===== src/rtl/pyfive_gpio_pkg.sv =====
// Register map and shared constants for the pyfive GPIO block.
package pyfive_gpio_pkg;

  localparam int unsigned GPIO_DW = 16;

  localparam logic [7:0] GPIO_OUT      = 8'h00;
  localparam logic [7:0] GPIO_OEB      = 8'h04;
  localparam logic [7:0] GPIO_IN       = 8'h08;
  localparam logic [7:0] GPIO_IRQ_EN   = 8'h0C;
  localparam logic [7:0] GPIO_IRQ_STAT = 8'h10;
  localparam logic [7:0] GPIO_OUT_SET  = 8'h14;
  localparam logic [7:0] GPIO_OUT_CLR  = 8'h18;

endpackage


===== src/rtl/pyfive_sync2.sv =====
// Two-flop synchroniser for asynchronous pad inputs; synchronous active-low reset.
module pyfive_sync2 #(
  parameter int unsigned WIDTH = 1
) (
  input  logic             clk_i,
  input  logic             rst_ni,
  input  logic [WIDTH-1:0] d_i,
  output logic [WIDTH-1:0] q_o
);

  logic [WIDTH-1:0] meta_q;
  logic [WIDTH-1:0] sync_q;

  always_ff @(posedge clk_i) begin
    if (!rst_ni) begin
      meta_q <= '0;
      sync_q <= '0;
    end else begin
      meta_q <= d_i;
      sync_q <= meta_q;
    end
  end

  assign q_o = sync_q;

endmodule


===== src/rtl/pyfive_gpio_ctrl.sv =====
// Wishbone register block driving the user GPIO pads: output data, output enables,
// synchronised inputs and rising-edge interrupt flags.
module pyfive_gpio_ctrl
  import pyfive_gpio_pkg::*;
#(
  parameter logic [31:0] BASE_ADDR = 32'h3000_0000,
  parameter int unsigned NPINS     = 16,
  parameter logic [15:0] OEB_RESET = 16'hFFFF
) (
  input  logic             wb_clk_i,
  input  logic             wb_rst_n,
  input  logic             wbs_cyc_i,
  input  logic             wbs_stb_i,
  input  logic             wbs_we_i,
  input  logic [3:0]       wbs_sel_i,
  input  logic [31:0]      wbs_adr_i,
  input  logic [31:0]      wbs_dat_i,
  output logic [31:0]      wbs_dat_o,
  output logic             wbs_ack_o,
  input  logic [NPINS-1:0] gpio_in,
  output logic [NPINS-1:0] gpio_out,
  output logic [NPINS-1:0] gpio_oeb,
  output logic             irq
);

  logic [NPINS-1:0] out_q, out_d;
  logic [NPINS-1:0] oeb_q, oeb_d;
  logic [NPINS-1:0] en_q, en_d;
  logic [NPINS-1:0] stat_q, stat_d;
  logic [NPINS-1:0] in_sync, in_dly_q, rise, w1c;
  logic [31:0]      dat_q, rdata;
  logic             ack_q, irq_q;
  logic             accept, wr;
  logic [7:0]       offset;
  logic [GPIO_DW-1:0] lane_mask;
  logic [NPINS-1:0] bmask, wdat;
  logic             unused_bits;

  assign unused_bits = ^{wbs_adr_i[1:0], wbs_sel_i[3:2], wbs_dat_i[31:16]};

  pyfive_sync2 #(
    .WIDTH(NPINS)
  ) u_sync (
    .clk_i (wb_clk_i),
    .rst_ni(wb_rst_n),
    .d_i   (gpio_in),
    .q_o   (in_sync)
  );

  // Blocking on ack_q spaces accepts so a held request acks every other cycle.
  assign accept = wbs_cyc_i & wbs_stb_i & (wbs_adr_i[31:8] == BASE_ADDR[31:8]) & ~ack_q;
  assign wr     = accept & wbs_we_i;
  assign offset = {wbs_adr_i[7:2], 2'b00};

  assign lane_mask = {{8{wbs_sel_i[1]}}, {8{wbs_sel_i[0]}}};
  assign bmask     = lane_mask[NPINS-1:0];
  assign wdat      = wbs_dat_i[NPINS-1:0] & bmask;
  assign rise      = in_sync & ~in_dly_q;

  always_comb begin
    out_d = out_q;
    oeb_d = oeb_q;
    en_d  = en_q;
    w1c   = '0;
    rdata = '0;
    case (offset)
      GPIO_OUT: begin
        rdata[NPINS-1:0] = out_q;
        if (wr) out_d = (out_q & ~bmask) | wdat;
      end
      GPIO_OEB: begin
        rdata[NPINS-1:0] = oeb_q;
        if (wr) oeb_d = (oeb_q & ~bmask) | wdat;
      end
      GPIO_IN: rdata[NPINS-1:0] = in_sync;
      GPIO_IRQ_EN: begin
        rdata[NPINS-1:0] = en_q;
        if (wr) en_d = (en_q & ~bmask) | wdat;
      end
      GPIO_IRQ_STAT: begin
        rdata[NPINS-1:0] = stat_q;
        if (wr) w1c = wdat;
      end
      GPIO_OUT_SET: if (wr) out_d = out_q | wdat;
      GPIO_OUT_CLR: if (wr) out_d = out_q & ~wdat;
      default: ;
    endcase
    // A new edge outranks a simultaneous clear.
    stat_d = (stat_q & ~w1c) | rise;
  end

  always_ff @(posedge wb_clk_i) begin
    if (!wb_rst_n) begin
      out_q    <= '0;
      oeb_q    <= OEB_RESET[NPINS-1:0];
      en_q     <= '0;
      stat_q   <= '0;
      in_dly_q <= '0;
      ack_q    <= 1'b0;
      dat_q    <= '0;
      irq_q    <= 1'b0;
    end else begin
      out_q    <= out_d;
      oeb_q    <= oeb_d;
      en_q     <= en_d;
      stat_q   <= stat_d;
      in_dly_q <= in_sync;
      ack_q    <= accept;
      dat_q    <= accept ? rdata : '0;
      irq_q    <= |(stat_q & en_q);
    end
  end

  assign wbs_ack_o = ack_q;
  assign wbs_dat_o = dat_q;
  assign gpio_out  = out_q;
  assign gpio_oeb  = oeb_q;
  assign irq       = irq_q;

endmodule


===== config.mk =====
export PLATFORM = sky130hd
export DESIGN_NAME = pyfive_gpio_ctrl
export DESIGN_NICKNAME = d
export VERILOG_FILES = /design/src/rtl/pyfive_gpio_pkg.sv /design/src/rtl/pyfive_sync2.sv /design/src/rtl/pyfive_gpio_ctrl.sv
export SDC_FILE = /design/constraint.sdc
export NUM_CORES = 1
export LEC_CHECK = 0
export CORE_MARGIN = 2
export CORE_UTILIZATION = 40
export DETAILED_ROUTE_END_ITERATION = 12
export GPL_TIMING_DRIVEN = 1
export PLACE_DENSITY = 0.8
export SLEW_MARGIN = 20
export SYNTH_ARGS = -nofsm -noshare
export SYNTH_HDL_FRONTEND = slang
export SYNTH_SLANG_ARGS = --single-unit

===== constraint.sdc =====
create_clock -name wb_clk_i -period 2.7 [get_ports wb_clk_i]
set_clock_uncertainty 0.2 [all_clocks]
set_input_delay 0.675 -clock wb_clk_i [delete_from_list [all_inputs] [get_ports wb_clk_i]]
set_output_delay 0.675 -clock wb_clk_i [all_outputs]
set_load 0.01 [all_outputs]

==> impl_metrics.ini <==
[grt]
grt_max_degree = 54
gr-usage-met3_pct = 7.280
busiest_layer = met2
antenna_found_initial = 0
track_usage_pct = 23.10
met1_usage_pct = 28.94
grt-ovfl-total = 0
grt_pass1_vias = 5015
grtUsageMet2_pct = 36.71
grt_first_pass_wirelength_um = 25930

[placement]
placed_cells = 836
post-place-ws_ns = -0.2961
gp_congestion = 0.9007
portBuffers = 118
hpwl_um = 10900
postPlaceCellArea_um2 = 6903

[power_and_ir_drop]
ir_worst_vdd_v = 0.0004179
power.density_nw_per_um2 = 587.8
total_leakage_power_nw = 2.538
total_power_mw = 4.383

[die]
io_pins = 155
die_w_um = 118.8
die_area_um2 = 14120
rows = 41
start_util_pct = 41.46
core_area_um2 = 12720
die_h_um = 118.8

[logic_synthesis]
syn_inst = 552
synthTopCellsByArea = dfxtp_1, and2_1, nor4_1
synth_area_leader_cell = dfxtp_1
ys_seq_area_share_pct = 49.34
synth-seq-cells = 130
synth.distinct_cells = 42
yosysTopAreaCellShare_pct = 49.34
avgSynthCellArea_um2 = 9.556
yosysWarnings = 0
netlist_area_um2 = 5275

[sta]
fin_setup_tns_ns = 0
rsz0062_at_grt = false
timing.final.crit_share_pct = 96.12
finalWorstSetupSlack_ns = 0.1048
final-setup-viol-count = 0
whs_ns = 0.2296
hold_violations = 0
fin_crit_ns = 2.595
drv_slew = 0
max_freq_mhz = 385.3

[layout]
diodes = 0
nFillCells = 1091
final_area_um2 = 7456
ff_latch_area_um2 = 2603
multiInputGateArea_um2 = 2359
finalCoreUtilization_pct = 58.61
drive_gt1_share_pct = 13.54
final_cells = 866
syn_to_final_growth_pct = 41.34
nets = 772

[setup_path]
worst_setup_path_start_kind = input port
critPathArrivalTime_ns = 2.73
path_max_fanout = 9
end_kind = register
slowest_stage = or4b_1
required_ns = 2.83
path_class = in2reg
path_cells = clkdlybuf4s50_1 > or4b_1 > or3_1 > a2111o_1 > buf_4 > a21oi_1
cp_top_family = simple AND/OR/NAND/NOR gates
max_stage_delay_ns = 0.56
crit_buf_inv = 2

[clock_network]
clkLatencyLatePin_ns = 0.42
cts-root-buf = clkbuf_16
cts_max_level = 4
clockBufferDepth = 2
cts_buffers = 17
postCtsHoldBufs = 0
tritoncts = built
numClockSinks = 130
clk_pin_slew_worst_paths_ns = 0.05

[detailed_routing]
vias = 5141
dr.pass1.iters = 7
drc = 0
wirelength_um = 16110
wl_per_cell_um = 18.61
drtAntennaViolNets = 0
initialDrtViolationCount = 586
vias_per_cell = 5.936

[run]
max_cap_violations = 0

[status]
status = complete, no violations

[worst_hold_path]
min_path_type = reg2reg
==> cell usage after synthesis <==
cell / count
buf_4: 16
nand3b_1: 1
and4b_1: 1
nor3_2: 3
and2_1: 48
nor2_1: 1
nor4_1: 38
o21ai_1: 6
clkinv_1: 1
a222oi_1: 16
and3_1: 2
nor3b_1: 3
o31ai_1: 16
or3_1: 1
inv_1: 16
or4_1: 1
a2111o_1: 1
a21oi_2: 10
a32o_1: 16
nand4b_1: 1
a2bb2oi_1: 1
o2bb2ai_1: 16
a221oi_1: 3
nand3_1: 2
clkbuf_1: 50
a31oi_1: 17
a22oi_1: 18
o211a_1: 1
buf_6: 1
nand2_1: 17
and4_1: 3
a21oi_1: 22
nor3_1: 17
buf_2: 3
conb_1: 1
o21ai_0: 10
nor4bb_1: 1
a22o_1: 3
nand4_1: 35
or4b_1: 1
xnor2_1: 2
dfxtp_1: 130
==> path summary, 6_finish.rpt <==
| check | start | to | slack [ns] | cells past startpoint |
|---|---|---|---|---|
| setup / recovery | wbs_adr_i[5] | wbs_dat_o[0] | 0.10 | 6 |
| hold / removal | u_sync.meta_q[3] | u_sync.q_o[3] | 0.23 | 1 |
| setup reg to reg | wbs_ack_o | wbs_dat_o[0] | 0.73 | 6 |
| hold reg to reg | u_sync.meta_q[3] | u_sync.q_o[3] | 0.23 | 1 |
==> worst reg2reg max path, stage by stage, from the launching register on <==
cell      delay, ns
dfxtp_1        0.32
nor4_1         0.28
nand4_1        0.15
buf_4          0.20
a2111o_1       0.36
buf_4          0.20
a21oi_1        0.17
==> report_power, final <==
| part | internal [mW] | switching (mW) |
|---|---|---|
| Combinational | 0.141 | 0.120 |
| Clock | 1.34 | 0.792 |
| Sequential | 1.96 | 0.0238 |
| Total | 3.45 | 0.936 |
==> per-layer routing <==
layer,vias up,share of wire [%]
li1,2353,-
met1,2404,40
met2,343,47
met3,41,11
met4,0,2.3
met5,-,0
==> cell families (layout without fill, tap and decap cells) <==
group                     Yosys count  after routing  share of synthesized area (%)
and+or+nand+nor                   176            176                          20.30
AOI/OAI and AO/OA                 156            156                          22.41
DFF                               130            130                          49.34
buffers and inverters              87            214                          7.543
xor gates and xnor gates            2              2                         0.3321
other                               1             16                        0.07109
==> area by class of cell <==
type / instances / share of cell area [%]
clock buffers: 24 / 6.595
well taps: 172 / 2.886
clock inverters: 6 / 0.7384
flip-flops and latches: 130 / 34.91
inverters: 17 / 0.8558
multi-input cells: 350 / 31.63
repair buffers: 167 / 22.39
==> repair_timing <==
item                                    in CTS  in global routing
gates resized for setup                      0                  1
setup buffers                                0                  0
endpoints found under the setup margin       0                  1
==> cells in the final DEF, fill, tap and decap left out, drive strengths merged <==
cell type	instances
a221oi	3
clkdlybuf4s50	117
or3	1
nor3	20
and4b	1
a2111o	1
a22o	3
nand4b	1
a222oi	16
and2	48
a32o	16
buf	50
bufinv	1
o21ai	16
nand2	17
or4b	1
nand3b	1
or4	1
a2bb2oi	1
clkinv	6
and4	3
a31oi	17
conb	16
clkbuf	24
a21oi	32
nor2	1
o2bb2ai	16
nor4bb	1
inv	16
a22oi	18
nor4	38
o31ai	16
o211a	1
and3	2
xnor2	2
nand3	2
nand4	35
nor3b	3
dfxtp	130
Note: power is estimated with default switching activity, not from simulation.
==> variant: new RTL, same flow settings <==
Make the reset (`rst_ni` and `wb_rst_n`) asynchronous in 2 clocked blocks. Comments in the files are not updated.
--- a/src/rtl/pyfive_sync2.sv
+++ b/src/rtl/pyfive_sync2.sv
@@ -13,3 +13,3 @@
 
-  always_ff @(posedge clk_i) begin
+  always_ff @(posedge clk_i or negedge rst_ni) begin
     if (!rst_ni) begin
--- a/src/rtl/pyfive_gpio_ctrl.sv
+++ b/src/rtl/pyfive_gpio_ctrl.sv
@@ -91,3 +91,3 @@
 
-  always_ff @(posedge wb_clk_i) begin
+  always_ff @(posedge wb_clk_i or negedge wb_rst_n) begin
     if (!wb_rst_n) begin
Check against the original RTL: differs if wb_rst_n is asserted again (counterexample within 4 cycles, from zero or initial values and one cycle with wb_rst_n low); with wb_rst_n held inactive, the same outputs for 4 cycles.
==> variant against the original RTL <==
Cell count down 11%; setup slack worse by 40 ps; area after synthesis up 4.7%; wire length rose by 0.14%; design area increased by 4.8%; total power up 1.1%; global-route usage fell by 0.74 points; sequential cell count unchanged; critical endpoint is now wbs_dat_o[12].
==> variant: results (changes against the original RTL) <==
* Routed via count at 4447 (was 5141)
* Worst-case setup slack after placement at -380 ps (was -296 ps)
* Number of unique standard cell types used by synthesis at 40 (was 42)
* Top cells by area, synth: sky130_fd_sc_hd__dfrtp_1 (52%), sky130_fd_sc_hd__dfstp_2 (7.6%), sky130_fd_sc_hd__mux2_2 (7.5%) (was sky130_fd_sc_hd__dfxtp_1 (49%), sky130_fd_sc_hd__and2_1 (5.7%), sky130_fd_sc_hd__nor4_1 (4.5%))
* Leading post-synthesis cells by instance count: sky130_fd_sc_hd__dfrtp_1 (114), sky130_fd_sc_hd__mux2_2 (37), sky130_fd_sc_hd__nand2_1 (20) (was sky130_fd_sc_hd__dfxtp_1 (130), sky130_fd_sc_hd__clkbuf_1 (50), sky130_fd_sc_hd__and2_1 (48))
* Internal cell power at 3.43 mW (was 3.45 mW)
* Global-route wire length before repair at 24.5 mm (was 25.9 mm)
* Reg-to-reg setup timing slack at 620 ps (was 730 ps)
* Pin count of the biggest net entering global routing at 50 (was 54)
* Arrival time of data at the critical path endpoint at 2770 ps (was 2730 ps)
* Cell with the largest stage delay on the worst path: sky130_fd_sc_hd__or4_1 (was sky130_fd_sc_hd__or4b_1)
* Initial DRT Pass Iterations at 8 (was 7)
* 1st-iter DRT viols at 472 (was 586)
* Total number of nets in the final design at 668 (was 772)
* Stage delay of the slowest cell on the critical path at 580 ps (was 560 ps)
* Number of standard cells in the layout, taps in and fillers out at 768 (was 866)
* Fraction of registers with async set or reset after synthesis at 100% (was 0%)
* Met3 usage at 6.13% (was 7.28%)
* Met1 Use GR at 28.1% (was 28.9%)
* Result of the run: completed (unchanged)
* Gp weighted congestion at 0.866 (was 0.901)
* Met2 usage in global routing at 36.8% (was 36.7%)
* End of the critical path: wbs_dat_o[12] (was wbs_dat_o[0])
* Amount of wire on met3 after detailed routing at 1.53 mm (was 1.69 mm)
* Fraction of final layout cells sized beyond drive strength 1 at 26.7% (was 13.5%)
* Synth Instances at 419 (was 552)
* Post-Place Cell Area at 7270 um2 (was 6900 um2)
==> variant: cell types whose count changed in the layout (fill, tap and decap cells not counted), sizes merged, moves of 17 or more <==
| cell | before | now |
|---|---|---|
| and2 | 48 | 3 |
| nand4 | 35 | 3 |
| dfrtp | 0 | 114 |
| nor3 | 20 | 2 |
| a31oi | 17 | 0 |
| mux2 | 0 | 37 |
| a21oi | 32 | 11 |
| dfxtp | 130 | 0 |
| nor4 | 38 | 10 |
==> variant: layout make-up <==
type                            count  area (um2)  area share (%)
Clock buffer                       23         458            5.86
Timing Repair Buffer              169        1720            22.1
Inverter                           16        60.1           0.768
Clock inverter                      9        83.8            1.07
Tap cell                          176         220            2.82
Multi-Input combinational cell    245        2000            25.5
Sequential cell                   130        3270            41.9
==> variant: kinds of logic (layout without fill, tap and decap cells) <==
group,count (synthesis),after routing,share of synthesized area (%)
compound gates,133,133,20.2
flops,130,130,59.2
buf+inv,59,217,5.71
simple gates,57,57,6.93
mux,37,37,7.54
xor+xnor,2,2,0.317
other cells,1,16,0.0679
